[src/rtl/dmem_stream_ctrl_pkg.sv]
// dmem_stream_ctrl_pkg: shared geometry, FSM encoding and SRAM strobe level
// for the dmem stream controller.
package dmem_stream_ctrl_pkg;
    localparam int DM_ADDR = 4;
    localparam int DM_COLS = 64;
    localparam logic STROBE_OFF = 1'b1;
    typedef enum logic {ST_FILL = 1'b0, ST_DRAIN = 1'b1} state_t;
endpackage

[src/rtl/dmem_skid_fifo.sv]
// dmem_skid_fifo: two-entry FIFO catching dmem read data (data plus last tag)
// so the output stream can stall without losing in-flight reads.
module dmem_skid_fifo
    import dmem_stream_ctrl_pkg::*;
#(
    parameter int W = DM_COLS + 1
) (
    input  logic         clk,
    input  logic         rst_n,
    input  logic         push,
    input  logic [W-1:0] push_data,
    input  logic         pop,
    output logic [W-1:0] head,
    output logic [1:0]   occ
);
    logic [W-1:0] mem [2];
    logic wp, rp;

    assign head = mem[rp];

    always_ff @(posedge clk) begin
        if (!rst_n) begin
            mem[0] <= '0;
            mem[1] <= '0;
            wp <= 1'b0;
            rp <= 1'b0;
            occ <= 2'd0;
        end else begin
            if (push) begin
                mem[wp] <= push_data;
                wp <= !wp;
            end
            if (pop) rp <= !rp;
            occ <= occ + 2'(push) - 2'(pop);
        end
    end
endmodule

[src/rtl/dmem_stream_ctrl.sv]
// dmem_stream_ctrl: fills dmem from an input stream through port 1, then drains
// it through port 2 (bit-reversed or natural order) onto an output stream.
module dmem_stream_ctrl
    import dmem_stream_ctrl_pkg::*;
#(
    parameter int ADDR_W = DM_ADDR,
    parameter int DATA_W = DM_COLS,
    parameter bit BITREV = 1'b1
) (
    input  logic              clk,
    input  logic              rst_n,
    input  logic              in_valid,
    output logic              in_ready,
    input  logic [DATA_W-1:0] in_data,
    output logic              out_valid,
    input  logic              out_ready,
    output logic [DATA_W-1:0] out_data,
    output logic              out_last,
    output logic              busy,
    output logic              WEB1,
    output logic              OEB1,
    output logic              CSB1,
    output logic [ADDR_W-1:0] A1,
    output logic [DATA_W-1:0] I1,
    output logic              WEB2,
    output logic              OEB2,
    output logic              CSB2,
    output logic [ADDR_W-1:0] A2,
    input  logic [DATA_W-1:0] O2
);
    state_t state;
    logic [ADDR_W-1:0] wr_cnt, rd_addr;
    logic [ADDR_W:0] rd_cnt;
    logic rd_last, fire_in, pop, issue;
    logic [1:0] occ;
    logic [DATA_W:0] head;

    function automatic logic [ADDR_W-1:0] bitrev(input logic [ADDR_W-1:0] x);
        logic [ADDR_W-1:0] r;
        for (int i = 0; i < ADDR_W; i++) r[i] = x[ADDR_W-1-i];
        return r;
    endfunction

    assign fire_in = in_valid && in_ready;
    assign out_valid = occ != 2'd0;
    assign out_data = head[DATA_W-1:0];
    assign out_last = out_valid && head[DATA_W];
    assign pop = out_valid && out_ready;
    assign rd_addr = BITREV ? bitrev(rd_cnt[ADDR_W-1:0]) : rd_cnt[ADDR_W-1:0];
    // a pop this cycle frees the slot the newly issued read will land in
    assign issue = state == ST_DRAIN && !rd_cnt[ADDR_W]
                   && ({1'b0, occ} + 3'(!CSB2)) < (3'd2 + 3'(pop));
    assign OEB1 = STROBE_OFF;
    assign WEB2 = STROBE_OFF;
    assign busy = state == ST_FILL || state == ST_DRAIN;

    dmem_skid_fifo #(.W(DATA_W + 1)) u_fifo (
        .clk       (clk),
        .rst_n     (rst_n),
        .push      (!CSB2),
        .push_data ({rd_last, O2}),
        .pop       (pop),
        .head      (head),
        .occ       (occ)
    );

    always_ff @(posedge clk) begin
        if (!rst_n) begin
            state <= ST_FILL;
            wr_cnt <= '0;
            rd_cnt <= '0;
            rd_last <= 1'b0;
            in_ready <= 1'b0;
            WEB1 <= STROBE_OFF;
            CSB1 <= STROBE_OFF;
            A1 <= '0;
            I1 <= '0;
            CSB2 <= STROBE_OFF;
            OEB2 <= STROBE_OFF;
            A2 <= '0;
        end else begin
            CSB1 <= !fire_in;
            WEB1 <= !fire_in;
            CSB2 <= !issue;
            OEB2 <= !issue;
            if (fire_in) begin
                A1 <= wr_cnt;
                I1 <= in_data;
                wr_cnt <= wr_cnt + 1'b1;
            end
            if (issue) begin
                A2 <= rd_addr;
                rd_cnt <= rd_cnt + 1'b1;
                rd_last <= &rd_cnt[ADDR_W-1:0];
            end
            if (state == ST_FILL && fire_in && &wr_cnt) begin
                state <= ST_DRAIN;
                in_ready <= 1'b0;
            end else if (state == ST_DRAIN && pop && head[DATA_W]) begin
                state <= ST_FILL;
                in_ready <= 1'b1;
                rd_cnt <= '0;
            end else begin
                in_ready <= state == ST_FILL;
            end
        end
    end
endmodule

[config.mk]
export PLATFORM = sky130hd
export DESIGN_NAME = dmem_stream_ctrl
export DESIGN_NICKNAME = d
export VERILOG_FILES = /design/src/rtl/dmem_stream_ctrl_pkg.sv /design/src/rtl/dmem_skid_fifo.sv /design/src/rtl/dmem_stream_ctrl.sv
export SDC_FILE = /design/constraint.sdc
export NUM_CORES = 1
export LEC_CHECK = 0
export CAP_MARGIN = 0
export CORE_MARGIN = 2
export CORE_UTILIZATION = 25
export CTS_CLUSTER_DIAMETER = 120
export CTS_CLUSTER_SIZE = 25
export DETAILED_ROUTE_END_ITERATION = 10
export GPL_TIMING_DRIVEN = 1
export MAX_ROUTING_LAYER = met4
export PLACE_DENSITY = 0.51
export SLEW_MARGIN = 20
export SYNTH_ARGS = -nofsm -noshare
export SYNTH_HDL_FRONTEND = slang
export SYNTH_HIERARCHICAL = 1
export SYNTH_SLANG_ARGS = --single-unit
[constraint.sdc]
create_clock -name clk -period 2.85 [get_ports clk]
set_input_delay 0.57 -clock clk [delete_from_list [all_inputs] [get_ports clk]]
set_output_delay 0.57 -clock clk [all_outputs]
set_load 0.03 [all_outputs]
==> impl_metrics.tcl, run 1 <==
set metrics [dict create \
    final_cells 1541 \
    num_vias 6635 \
    post_cts_hold_buffer_count 0 \
    route.final.wire_length_um 24900 \
    vias_in_the_first_global_route 6717 \
    crit_path_top_delay_cell "sky130_fd_sc_hd__clkdlybuf4s50_1" \
    synth.most_common_cell "sky130_fd_sc_hd__nand2_1" \
    drt_pre_antenna_iters 4 \
    synth_cells 827 \
    post-dp-hpwl_um 16300 \
    setup.worst_path.class "flip-flop to output port" \
    setup_repair_after_global_routing_missed_its_margin "no" \
    worst_pin_slew_ns 0.642 \
    fp.dieH_um 195 \
    route.antenna.remaining_nets 0 \
    cts-buffers-inserted 12 \
    hold_ws_ns 0.467 \
    die-area_mm2 0.0379 \
    ctsHtreeMaxLevel 1 \
    worst_ir_drop_on_vdd_mv 0.299 \
    cts_post_setup_buffers_inserted 0 \
    globalRoute.totalOverflow 0 \
    detail_route.wl_per_cell_um 16.2 \
    floorplan.rows 69 \
    multi_input_area_mm2 0.00304 \
    achievable-frequency_mhz 363 \
    synth_sequential_area_ratio 0.630 \
    post-route-period-util 0.967 \
    nNetsFinal 1209 \
    cp_max_fo 40 \
    design.core.area_mm2 0.0357 \
    die_width_um 195 \
    finalHoldViolCount 0 \
    synth_flop_cell "sky130_fd_sc_hd__edfxtp_1" \
    post-place-ws_ns 0.581 \
    cp_slowest_stage_delay_ns 0.59 \
    cp_cell_sequence "buf_12 > mux2_2 > clkdlybuf4s50_1" \
    cts_tree "yes" \
    number_of_storage_elements_in_the_synthesis_netlist 221 \
    critPathArrivalTime_ns 2.19 \
    timing_max_transition_violations_final 0 \
    routabilityCongestion 0.733 \
    place.port_buffers 274 \
    antenna_violations_before_repair 2 \
    synth.cell_area_mm2 0.00908 \
    timing.critical_path.required_ns 2.28 \
    synth-warning-count 6 \
    pin_count 278 \
    worstHoldPathType "flip-flop to flip-flop" \
    cap_viol_max_count 0 \
    drive_above_1_share 0.0966 \
    pwr_density_cell_mw_per_mm2 582 \
    async_reset_ff_frac 0 \
    filler_cell_count 3595 \
    design_power_total_w 0.00743 \
    synth.avg_cell_area_um2 11.0 \
    synth_commonest_cells "217 x sky130_fd_sc_hd__nand2_1, 133 x sky130_fd_sc_hd__nor2_1, 130 x sky130_fd_sc_hd__edfxtp_1" \
    clk-insertion-delay-late_ns 0.49 \
    worstSetupStartpointType "flip-flop" \
    clk_path_buf_depth 3 \
    run_status "finished, final reports clean" \
    seqCellArea_mm2 0.00573 \
    synth_top_area_cells "sky130_fd_sc_hd__edfxtp_1 43%, sky130_fd_sc_hd__dfxtp_1 20%, sky130_fd_sc_hd__nand2_1 9.0%, sky130_fd_sc_hd__mux2_2 8.1%, sky130_fd_sc_hd__a21boi_0 5.8%" \
    timing.critical_path.to_type "output port" \
    via_per_inst 4.31 \
    power.leakage_nw 4.75 \
    placed_cells_incl_taps 1518 \
    clkSlewWorstSetupHoldPaths_ns 0.10 \
    clock-sinks 221 \
    post_cts_resized 0 \
    final_critical_path_setup_slack_ns 0.0944 \
    netlist.area_leader.share 0.430 \
    initial_utilization 0.255 \
    maxSlewHeadroom 0.568 \
    drc 0 \
    final-setup-viol-count 0 \
    synth_area_leader_cell "sky130_fd_sc_hd__edfxtp_1" \
    area_delta_synth_final_pct 40.4 \
    grt_first_pass_wirelength_um 38300 \
    clock_skew_ns 0.0165 \
    layout_min_cycle_time_ns 2.76 \
    ys_types 35 \
    groute.usage.overall 0.132 \
    synth-edff-count 130 \
    initialDrtViolationCount 311 \
    fin_setup_tns_ns 0 \
    clock-root-buffer "sky130_fd_sc_hd__clkbuf_16" \
    grt_max_degree 76 \
]
routing by layer:
| layer | track usage | vias to the layer above | share of wire | wire [µm] |
|---|---|---|---|---|
| met3 | 0.0505 | 23 | 0.11 | 2810 |
| met5 | - | - | 0 | 0 |
| met1 | 0.180 | 3115 | 0.47 | 11600 |
| met4 | 0.0254 | 0 | 0.016 | 388 |
| li1 | - | 3243 | - | - |
| met2 | 0.186 | 254 | 0.41 | 10100 |
placed cells by master, fill, tap and decap left out, types with 2 or more instances in the layout:
| cell | synthesis | layout |
|---|---|---|
| sky130_fd_sc_hd__a21boi_0 | 70 | 70 |
| sky130_fd_sc_hd__a21oi_1 | 5 | 5 |
| sky130_fd_sc_hd__and2_1 | 8 | 7 |
| sky130_fd_sc_hd__buf_12 | 0 | 9 |
| sky130_fd_sc_hd__buf_4 | 6 | 4 |
| sky130_fd_sc_hd__clkbuf_1 | 19 | 6 |
| sky130_fd_sc_hd__clkbuf_16 | 0 | 13 |
| sky130_fd_sc_hd__clkdlybuf4s50_1 | 0 | 248 |
| sky130_fd_sc_hd__conb_1 | 1 | 3 |
| sky130_fd_sc_hd__dfxtp_1 | 91 | 90 |
| sky130_fd_sc_hd__diode_2 | 0 | 3 |
| sky130_fd_sc_hd__dlymetal6s2s_1 | 0 | 25 |
| sky130_fd_sc_hd__edfxtp_1 | 130 | 130 |
| sky130_fd_sc_hd__ha_1 | 6 | 6 |
| sky130_fd_sc_hd__inv_1 | 5 | 5 |
| sky130_fd_sc_hd__mux2_2 | 65 | 65 |
| sky130_fd_sc_hd__nand2_1 | 217 | 213 |
| sky130_fd_sc_hd__nand2_2 | 0 | 2 |
| sky130_fd_sc_hd__nand2_4 | 0 | 2 |
| sky130_fd_sc_hd__nand2b_1 | 3 | 2 |
| sky130_fd_sc_hd__nand4_1 | 7 | 7 |
| sky130_fd_sc_hd__nor2_1 | 133 | 133 |
| sky130_fd_sc_hd__o21ai_0 | 9 | 9 |
| sky130_fd_sc_hd__or3_1 | 2 | 2 |
| sky130_fd_sc_hd__xnor2_1 | 3 | 3 |
cell families (layout without fill, tap and decap cells):
group,after synthesis,after routing,share of synthesized area
compound gates,89,89,0.0708
xor+xnor,5,5,0.00634
fa+ha+maj,6,6,0.00827
buf+inv,63,311,0.0384
flops,221,221,0.630
mux,65,65,0.0806
other cells,1,6,0.000413
simple gates,377,377,0.165
per-stage QoR:
step / utilization / cell area [µm²]
final: 0.358 / 12800
after global routing: 0.358 / 12800
after CTS: 0.356 / 12700
after detailed placement: 0.345 / 12300
after global placement: 0.345 / 12300
after floorplan: - / 9090
critical path, delay by kind of cell (launching register included):
| kind | cells | cell delay, ns |
|---|---|---|
| buf+inv | 2 | 0.83 |
| flops | 1 | 0.47 |
| mux | 1 | 0.37 |
report_power, final:
group          switching, W  leakage, nW  internal (W)  total [W]
Combinational      0.000958         2.48      0.000884    0.00184
Clock               0.00106        0.181      0.000946    0.00200
Sequential        0.0000849         2.08       0.00350    0.00358
Total               0.00210         4.75       0.00533    0.00743
layout make-up:
type / count / share of cell area
antenna: 3 / 0.000589
clock buffer: 19 / 0.0273
clock inverter: 1 / 0.00235
inverter: 5 / 0.00147
multi-input combinational: 545 / 0.238
sequential: 221 / 0.449
tap: 461 / 0.0452
timing repair buffer: 286 / 0.236
registers in the layout (all words and copies together), names as in the netlist, 2 cells and up, named ones only:
signal,count
u_fifo/mem,130
wr_cnt,4
A2,4
rd_cnt,5
I1,64
A1,4
u_fifo/occ,2
path summary, 6_finish.rpt:
kind / startpoint / endpoint / slack, ns / cells after the start
hold reg to reg: I1[0]$_SDFFE_PN0P_ / I1[0]$_SDFFE_PN0P_ / 0.47 / 2
setup / recovery: flip-flop / out_data[26] / 0.09 / 3
setup reg to reg: CSB2$_SDFF_PN1_ / rd_cnt[3]$_SDFF_PN0_ / 0.82 / 7
hold / removal: I1[0]$_SDFFE_PN0P_ / I1[0]$_SDFFE_PN0P_ / 0.47 / 2
Note: power is estimated with default switching activity, not from simulation.
==> run 2, diff against run 1 <==
Settings changed: PLACE_DENSITY 0.51 to 0.49.
Clock period 2.85 ns to 3 ns, I/O delays scaled along.
==> run 2 against run 1 <==
  * Combinational power shrank 4%
  * Clock skew is 0.0036 ns higher
  * Clock power decreased by 6%
  * Setup slack gained 0.055 ns
  * Critical endpoint is now out_data[35]
==> impl_metrics.tcl, run 2 (same netlist as run 1, synthesis figures left out) <==
set metrics [dict create \
    timing.rr.start "CSB2$_SDFF_PN1_" \
    num_vias 6636 \
    layout_min_cycle_time_ns 2.85 \
    worst_pin_slew_ns 0.848 \
    crit_path_top_delay_cell "sky130_fd_sc_hd__clkdlybuf4s50_1" \
    ff2ff_setup_slack_ns 0.92 \
    die_width_um 195 \
    power.share.clock 0.266 \
    worstSetupEndpoint "out_data[35]" \
    vias_in_the_first_global_route 6744 \
    stdcell_area_mm2 0.0127 \
    cts-buffers-inserted 12 \
    drt_pre_antenna_iters 6 \
    via_per_inst 4.30 \
    timing_max_transition_violations_final 0 \
    instance_area_at_placement_mm2 0.0123 \
    register_name_with_the_most_flops "u_fifo/mem" \
    largest_reg_flops 130 \
    groute.usage.overall 0.139 \
    maxSlewHeadroom 0.435 \
    timing.critical_path.required_ns 2.40 \
    pin_count 278 \
    place.port_buffers 274 \
    drc 0 \
    swShare 0.282 \
    clock-sinks 221 \
    setup.worst_path.class "flip-flop to output port" \
    worst_ir_drop_on_vdd_mv 0.302 \
    p_int_w 0.00507 \
    post-place-ws_ns 0.508 \
    largestRegisters "u_fifo/mem (130), I1 (64), rd_cnt (5)" \
    seqCellArea_mm2 0.00573 \
    critPathBufInv 2 \
    cpLargestDelayFamily "buffers and inverters" \
    cap_viol_max_count 0 \
    globalRoute.totalOverflow 0 \
    fp.dieH_um 195 \
    cp_slowest_stage_delay_ns 0.60 \
    achievable-frequency_mhz 351 \
    ctsHtreeMaxLevel 1 \
    multi_input_area_mm2 0.00304 \
    power.net_switching_w 0.00200 \
    cp_cell_sequence "buf_12 > mux2_2 > clkdlybuf4s50_1" \
    route.antenna.remaining_nets 0 \
    routabilityCongestion 0.786 \
    post-route-period-util 0.950 \
    nNetsFinal 1211 \
    seq_power_share 0.484 \
    cts_tree "yes" \
    route.final.wire_length_um 26300 \
    antenna_violations_before_repair 4 \
    grt_first_pass_wirelength_um 39800 \
    setup_repair_after_global_routing_missed_its_margin "no" \
    comb_power_share 0.251 \
    critPathArrivalTime_ns 2.25 \
    commonest_non_fill_non_tap_cells_in_the_layout "273 x sky130_fd_sc_hd__clkdlybuf4s50_1, 213 x sky130_fd_sc_hd__nand2_1, 133 x sky130_fd_sc_hd__nor2_1, 130 x sky130_fd_sc_hd__edfxtp_1, 90 x sky130_fd_sc_hd__dfxtp_1" \
    grt_max_degree 78 \
    mostFrequentLayoutCell "sky130_fd_sc_hd__clkdlybuf4s50_1" \
    clk-insertion-delay-late_ns 0.48 \
    worstSetupStartpointType "flip-flop" \
    final_critical_path_setup_slack_ns 0.149 \
    final-setup-viol-count 0 \
    initialDrtViolationCount 264 \
    critical_path.reg2reg.endpoint "rd_cnt[3]$_SDFF_PN0_" \
    filler_cell_count 3611 \
    worstHoldPathType "primary input to flip-flop" \
    placed_cells_incl_taps 1519 \
    timing.critical_path.to_type "output port" \
    area_delta_synth_final_pct 39.4 \
    floorplan.rows 69 \
    clock-root-buffer "sky130_fd_sc_hd__clkbuf_16" \
    r2r_cells 7 \
    clkSlewWorstSetupHoldPaths_ns 0.10 \
    post-dp-hpwl_um 17600 \
    design.core.area_mm2 0.0357 \
    cell_depth_of_the_worst_setup_path 3 \
    die-area_mm2 0.0379 \
    finalHoldViolCount 0 \
    pwr_density_cell_mw_per_mm2 558 \
    initial_utilization 0.255 \
    final_cells 1545 \
    detail_route.wl_per_cell_um 17.0 \
    clock_skew_ns 0.0201 \
    cp_max_fo 39 \
    fin_setup_tns_ns 0 \
    clk_path_buf_depth 3 \
    post_cts_resized 0 \
    power.leakage_nw 4.43 \
    drive_above_1_share 0.0982 \
    run_status "finished, final reports clean" \
]
[run 2: cell count changes in the layout (fill, tap and decap cells not counted)]
cell                              before  now
sky130_fd_sc_hd__buf_12                9    4
sky130_fd_sc_hd__buf_4                 4   10
sky130_fd_sc_hd__buf_8                 0    1
sky130_fd_sc_hd__clkdlybuf4s50_1     248  273
sky130_fd_sc_hd__diode_2               3    5
sky130_fd_sc_hd__dlymetal6s2s_1       25    0
[run 2: repair_timing]
item	in CTS	in global routing
buffers inserted	1	0
endpoints found under the setup margin	39	0
hold buffers	0	0
[run 2: final cells by class]
type | instances | share of cell area
Multi-Input combinational cell | 545 | 0.240
Tap cell | 461 | 0.0456
Sequential cell | 221 | 0.453
Inverter | 5 | 0.00148
Antenna cell | 5 | 0.000989
Clock inverter | 1 | 0.00237
Clock buffer | 19 | 0.0275
Timing Repair Buffer | 288 | 0.229
[run 2: worst min-delay path by stage]
stage | startpoint | end | slack [ns] | cells past startpoint
after floorplan | rd_last$_SDFFE_PN0P_ | rd_last$_SDFFE_PN0P_ | 0.44 | 2
after global placement | A2[3]$_SDFFE_PN0P_ | A2[3]$_SDFFE_PN0P_ | 0.45 | 2
after detailed placement | I1[35]$_SDFFE_PN0P_ | I1[35]$_SDFFE_PN0P_ | 0.46 | 2
after CTS | rst_n | u_fifo/rp$_SDFFE_PN0P_ | 0.44 | 2
after global routing | rst_n | u_fifo/rp$_SDFFE_PN0P_ | 0.46 | 2
final | rst_n | u_fifo/rp$_SDFFE_PN0P_ | 0.46 | 2
[run 2: power groups by stage]
| stage | clock (W) | combinational, W | sequential (W) |
|---|---|---|---|
| global placement | 0 | 0.00173 | 0.00351 |
| finish | 0.00188 | 0.00177 | 0.00342 |
| global route | 0.00206 | 0.00188 | 0.00344 |
| CTS | 0.00199 | 0.00180 | 0.00342 |
| detailed placement | 0 | 0.00175 | 0.00351 |
| floorplan | 0 | 0.00103 | 0.00352 |
[run 2: worst reg2reg max path: cells and delay by family, from the launching register on]
kind | cells | cell delay, ns
adder cells (fa/ha/maj) | 2 | 0.46
AND/OR/NAND/NOR | 3 | 0.81
AO/OA/AOI/OAI | 1 | 0.14
flip-flops | 1 | 0.43
buffers and inverters | 1 | 0.16
[run 2: stage by stage]
stage	hold slack, ns	utilization	power (W)
floorplan	0.436	-	0.00454
global placement	0.449	0.344	0.00524
detailed placement	0.458	0.344	0.00525
CTS	0.436	0.355	0.00721
global route	0.456	0.355	0.00738
finish	0.457	0.355	0.00706
[run 2: metal layers]
layer	part of all wire	GRT usage	vias to the layer above	routed length, µm
met3	0.11	0.0533	16	2780
met1	0.46	0.184	3117	12200
li1	-	-	3254	-
met5	0	-	-	0
met2	0.42	0.204	249	11100
met4	0.0092	0.0217	0	242
==> run 3, diff against run 2 <==
Settings changed: CTS_CLUSTER_SIZE 25 to 10, PLACE_DENSITY 0.49 to unset.
==> run 3 against run 2 <==
  * Cell area rose by 3.0%
  * Clock power rose by 51%
  * Power rose by 14%
  * Combinational power barely moved
  * Critical path depth did not move
  * Register-to-register slack improved by 0.07 ns
  * Largest power group unchanged
==> impl_metrics.tcl, run 3 (same netlist as run 1, synthesis figures left out) <==
set metrics [dict create \
    run_status "finished, final reports clean" \
    pin_count 278 \
    route.final.wire_length_um 25100 \
    power.net_switching_w 0.00219 \
    layout_min_cycle_time_ns 2.75 \
    fin_setup_tns_ns 0 \
    globalRoute.totalOverflow 0 \
    initial_utilization 0.255 \
    cp_slowest_stage_delay_ns 0.59 \
    largest_reg_flops 130 \
    clkSlewWorstSetupHoldPaths_ns 0.06 \
    vias_in_the_first_global_route 6966 \
    finalHoldViolCount 0 \
    swShare 0.273 \
    via_per_inst 4.36 \
    worstHoldPathType "flip-flop to flip-flop" \
    num_vias 6830 \
    largestRegisters "u_fifo/mem (130), I1 (64), rd_cnt (5)" \
    multi_input_area_mm2 0.00304 \
    maxSlewHeadroom 0.453 \
    die-area_mm2 0.0379 \
    worst_ir_drop_on_vdd_mv 0.416 \
    clock_skew_ns 0.00900 \
    seq_power_share 0.424 \
    drive_above_1_share 0.110 \
    filler_cell_count 3568 \
    cap_viol_max_count 0 \
    ctsHtreeMaxLevel 1 \
    mostFrequentLayoutCell "sky130_fd_sc_hd__clkdlybuf4s50_1" \
    post_cts_hold_buffer_count 0 \
    commonest_non_fill_non_tap_cells_in_the_layout "273 x sky130_fd_sc_hd__clkdlybuf4s50_1, 213 x sky130_fd_sc_hd__nand2_1, 133 x sky130_fd_sc_hd__nor2_1, 130 x sky130_fd_sc_hd__edfxtp_1, 90 x sky130_fd_sc_hd__dfxtp_1" \
    drc 0 \
    power.leakage_nw 4.61 \
    setup_repair_after_global_routing_missed_its_margin "no" \
    design_power_total_w 0.00802 \
    clock-root-buffer "sky130_fd_sc_hd__clkbuf_16" \
    critPathArrivalTime_ns 2.15 \
    timing.critical_path.required_ns 2.40 \
    post-dp-hpwl_um 16300 \
    comb_power_share 0.223 \
    register_name_with_the_most_flops "u_fifo/mem" \
    cp_max_fo 35 \
    routabilityCongestion 0.745 \
    worst_pin_slew_ns 0.820 \
    grt_max_degree 67 \
    cp_cell_sequence "buf_12 > mux2_2 > clkdlybuf4s50_1" \
    nNetsFinal 1226 \
    antenna_violations_before_repair 1 \
    clk-insertion-delay-late_ns 0.53 \
    cts-buffers-inserted 26 \
    fp.dieH_um 195 \
    achievable-frequency_mhz 364 \
    floorplan.rows 69 \
    detail_route.wl_per_cell_um 16.0 \
    clk_path_buf_depth 3 \
    groute.usage.overall 0.133 \
    post-route-period-util 0.917 \
    seqCellArea_mm2 0.00573 \
    cts_tree "yes" \
    design.core.area_mm2 0.0357 \
    power.share.clock 0.353 \
    grt_first_pass_wirelength_um 38600 \
    initialDrtViolationCount 243 \
    final-setup-viol-count 0 \
    route.antenna.remaining_nets 0 \
    crit_path_top_delay_cell "sky130_fd_sc_hd__clkdlybuf4s50_1" \
    pwr_density_cell_mw_per_mm2 615 \
    timing_max_transition_violations_final 0 \
    p_int_w 0.00583 \
    area_delta_synth_final_pct 43.5 \
    drt_pre_antenna_iters 6 \
    worstSetupStartpointType "flip-flop" \
    timing.critical_path.to_type "output port" \
    setup.worst_path.class "flip-flop to output port" \
    die_width_um 195 \
    place.port_buffers 274 \
    clock-sinks 221 \
]
==> run 3: cell count changes in the layout (fill, tap and decap cells not counted) <==
cell | before | now
sky130_fd_sc_hd__bufinv_16 | 1 | 0
sky130_fd_sc_hd__buf_8 | 1 | 0
sky130_fd_sc_hd__clkbuf_16 | 13 | 27
sky130_fd_sc_hd__buf_12 | 4 | 6
sky130_fd_sc_hd__diode_2 | 5 | 2
sky130_fd_sc_hd__inv_6 | 0 | 1
sky130_fd_sc_hd__clkbuf_1 | 6 | 15
==> run 3: critical path: cells and delay by family, from the launching register on <==
| family | cells | cell delay [ns] |
|---|---|---|
| buf+inv | 2 | 0.81 |
| mux | 1 | 0.37 |
| flops | 1 | 0.41 |
==> run 3: per-layer routing <==
metal | vias up | share of wire | GRT usage
li1 | 3292 | - | -
met1 | 3210 | 0.45 | 0.170
met2 | 294 | 0.44 | 0.203
met4 | 0 | 0.019 | 0.0296
met5 | - | 0 | -
met3 | 34 | 0.094 | 0.0484
==> run 3: cell type report <==
type                            instances  share of cell area
Sequential cell                       221               0.439
Multi-Input combinational cell        545               0.233
Timing Repair Buffer                  289               0.225
Clock buffer                           42              0.0561
Tap cell                              461              0.0442
Inverter                                5             0.00144
Clock inverter                          1            0.000672
Antenna cell                            2            0.000384
==> run 3: power by group through the flow <==
| stage | Sequential (W) | Combinational [W] | Clock, W |
|---|---|---|---|
| detailed placement | 0.00350 | 0.00175 | 0 |
| CTS | 0.00340 | 0.00181 | 0.00296 |
| floorplan | 0.00352 | 0.00103 | 0 |
| global placement | 0.00349 | 0.00173 | 0 |
| finish | 0.00340 | 0.00179 | 0.00283 |
| global route | 0.00341 | 0.00189 | 0.00305 |
==> run 3: final timing paths <==
kind | slack (ns) | from | depth (start not counted) | to
worst max register to register | 0.99 | CSB2$_SDFF_PN1_ | 7 | rd_cnt[3]$_SDFF_PN0_
worst max-delay path | 0.25 | flip-flop | 3 | out_data[12]
worst min-delay path | 0.46 | I1[39]$_SDFFE_PN0P_ | 2 | I1[39]$_SDFFE_PN0P_
worst min register to register | 0.46 | I1[39]$_SDFFE_PN0P_ | 2 | I1[39]$_SDFFE_PN0P_
==> run 3: timing repair <==
| action | 4_1_cts | 5_1_grt |
|---|---|---|
| gates resized for setup | 0 | 0 |
| endpoints found under the setup margin | 2 | 0 |
| buffers inserted | 1 | 0 |
==> run 3: metrics by stage <==
step	instances	utilization	cell area, µm²	setup slack [ns]	hold slack, ns
2_1_floorplan	829	-	9090	0.0880	0.436
3_3_place_gp	1520	0.344	12300	0.616	0.450
3_5_place_dp	1520	0.344	12300	0.590	0.457
4_1_cts	1564	0.366	13000	0.183	0.467
5_1_grt	1565	0.366	13000	0.158	0.482
6_report	1566	0.366	13000	0.250	0.463
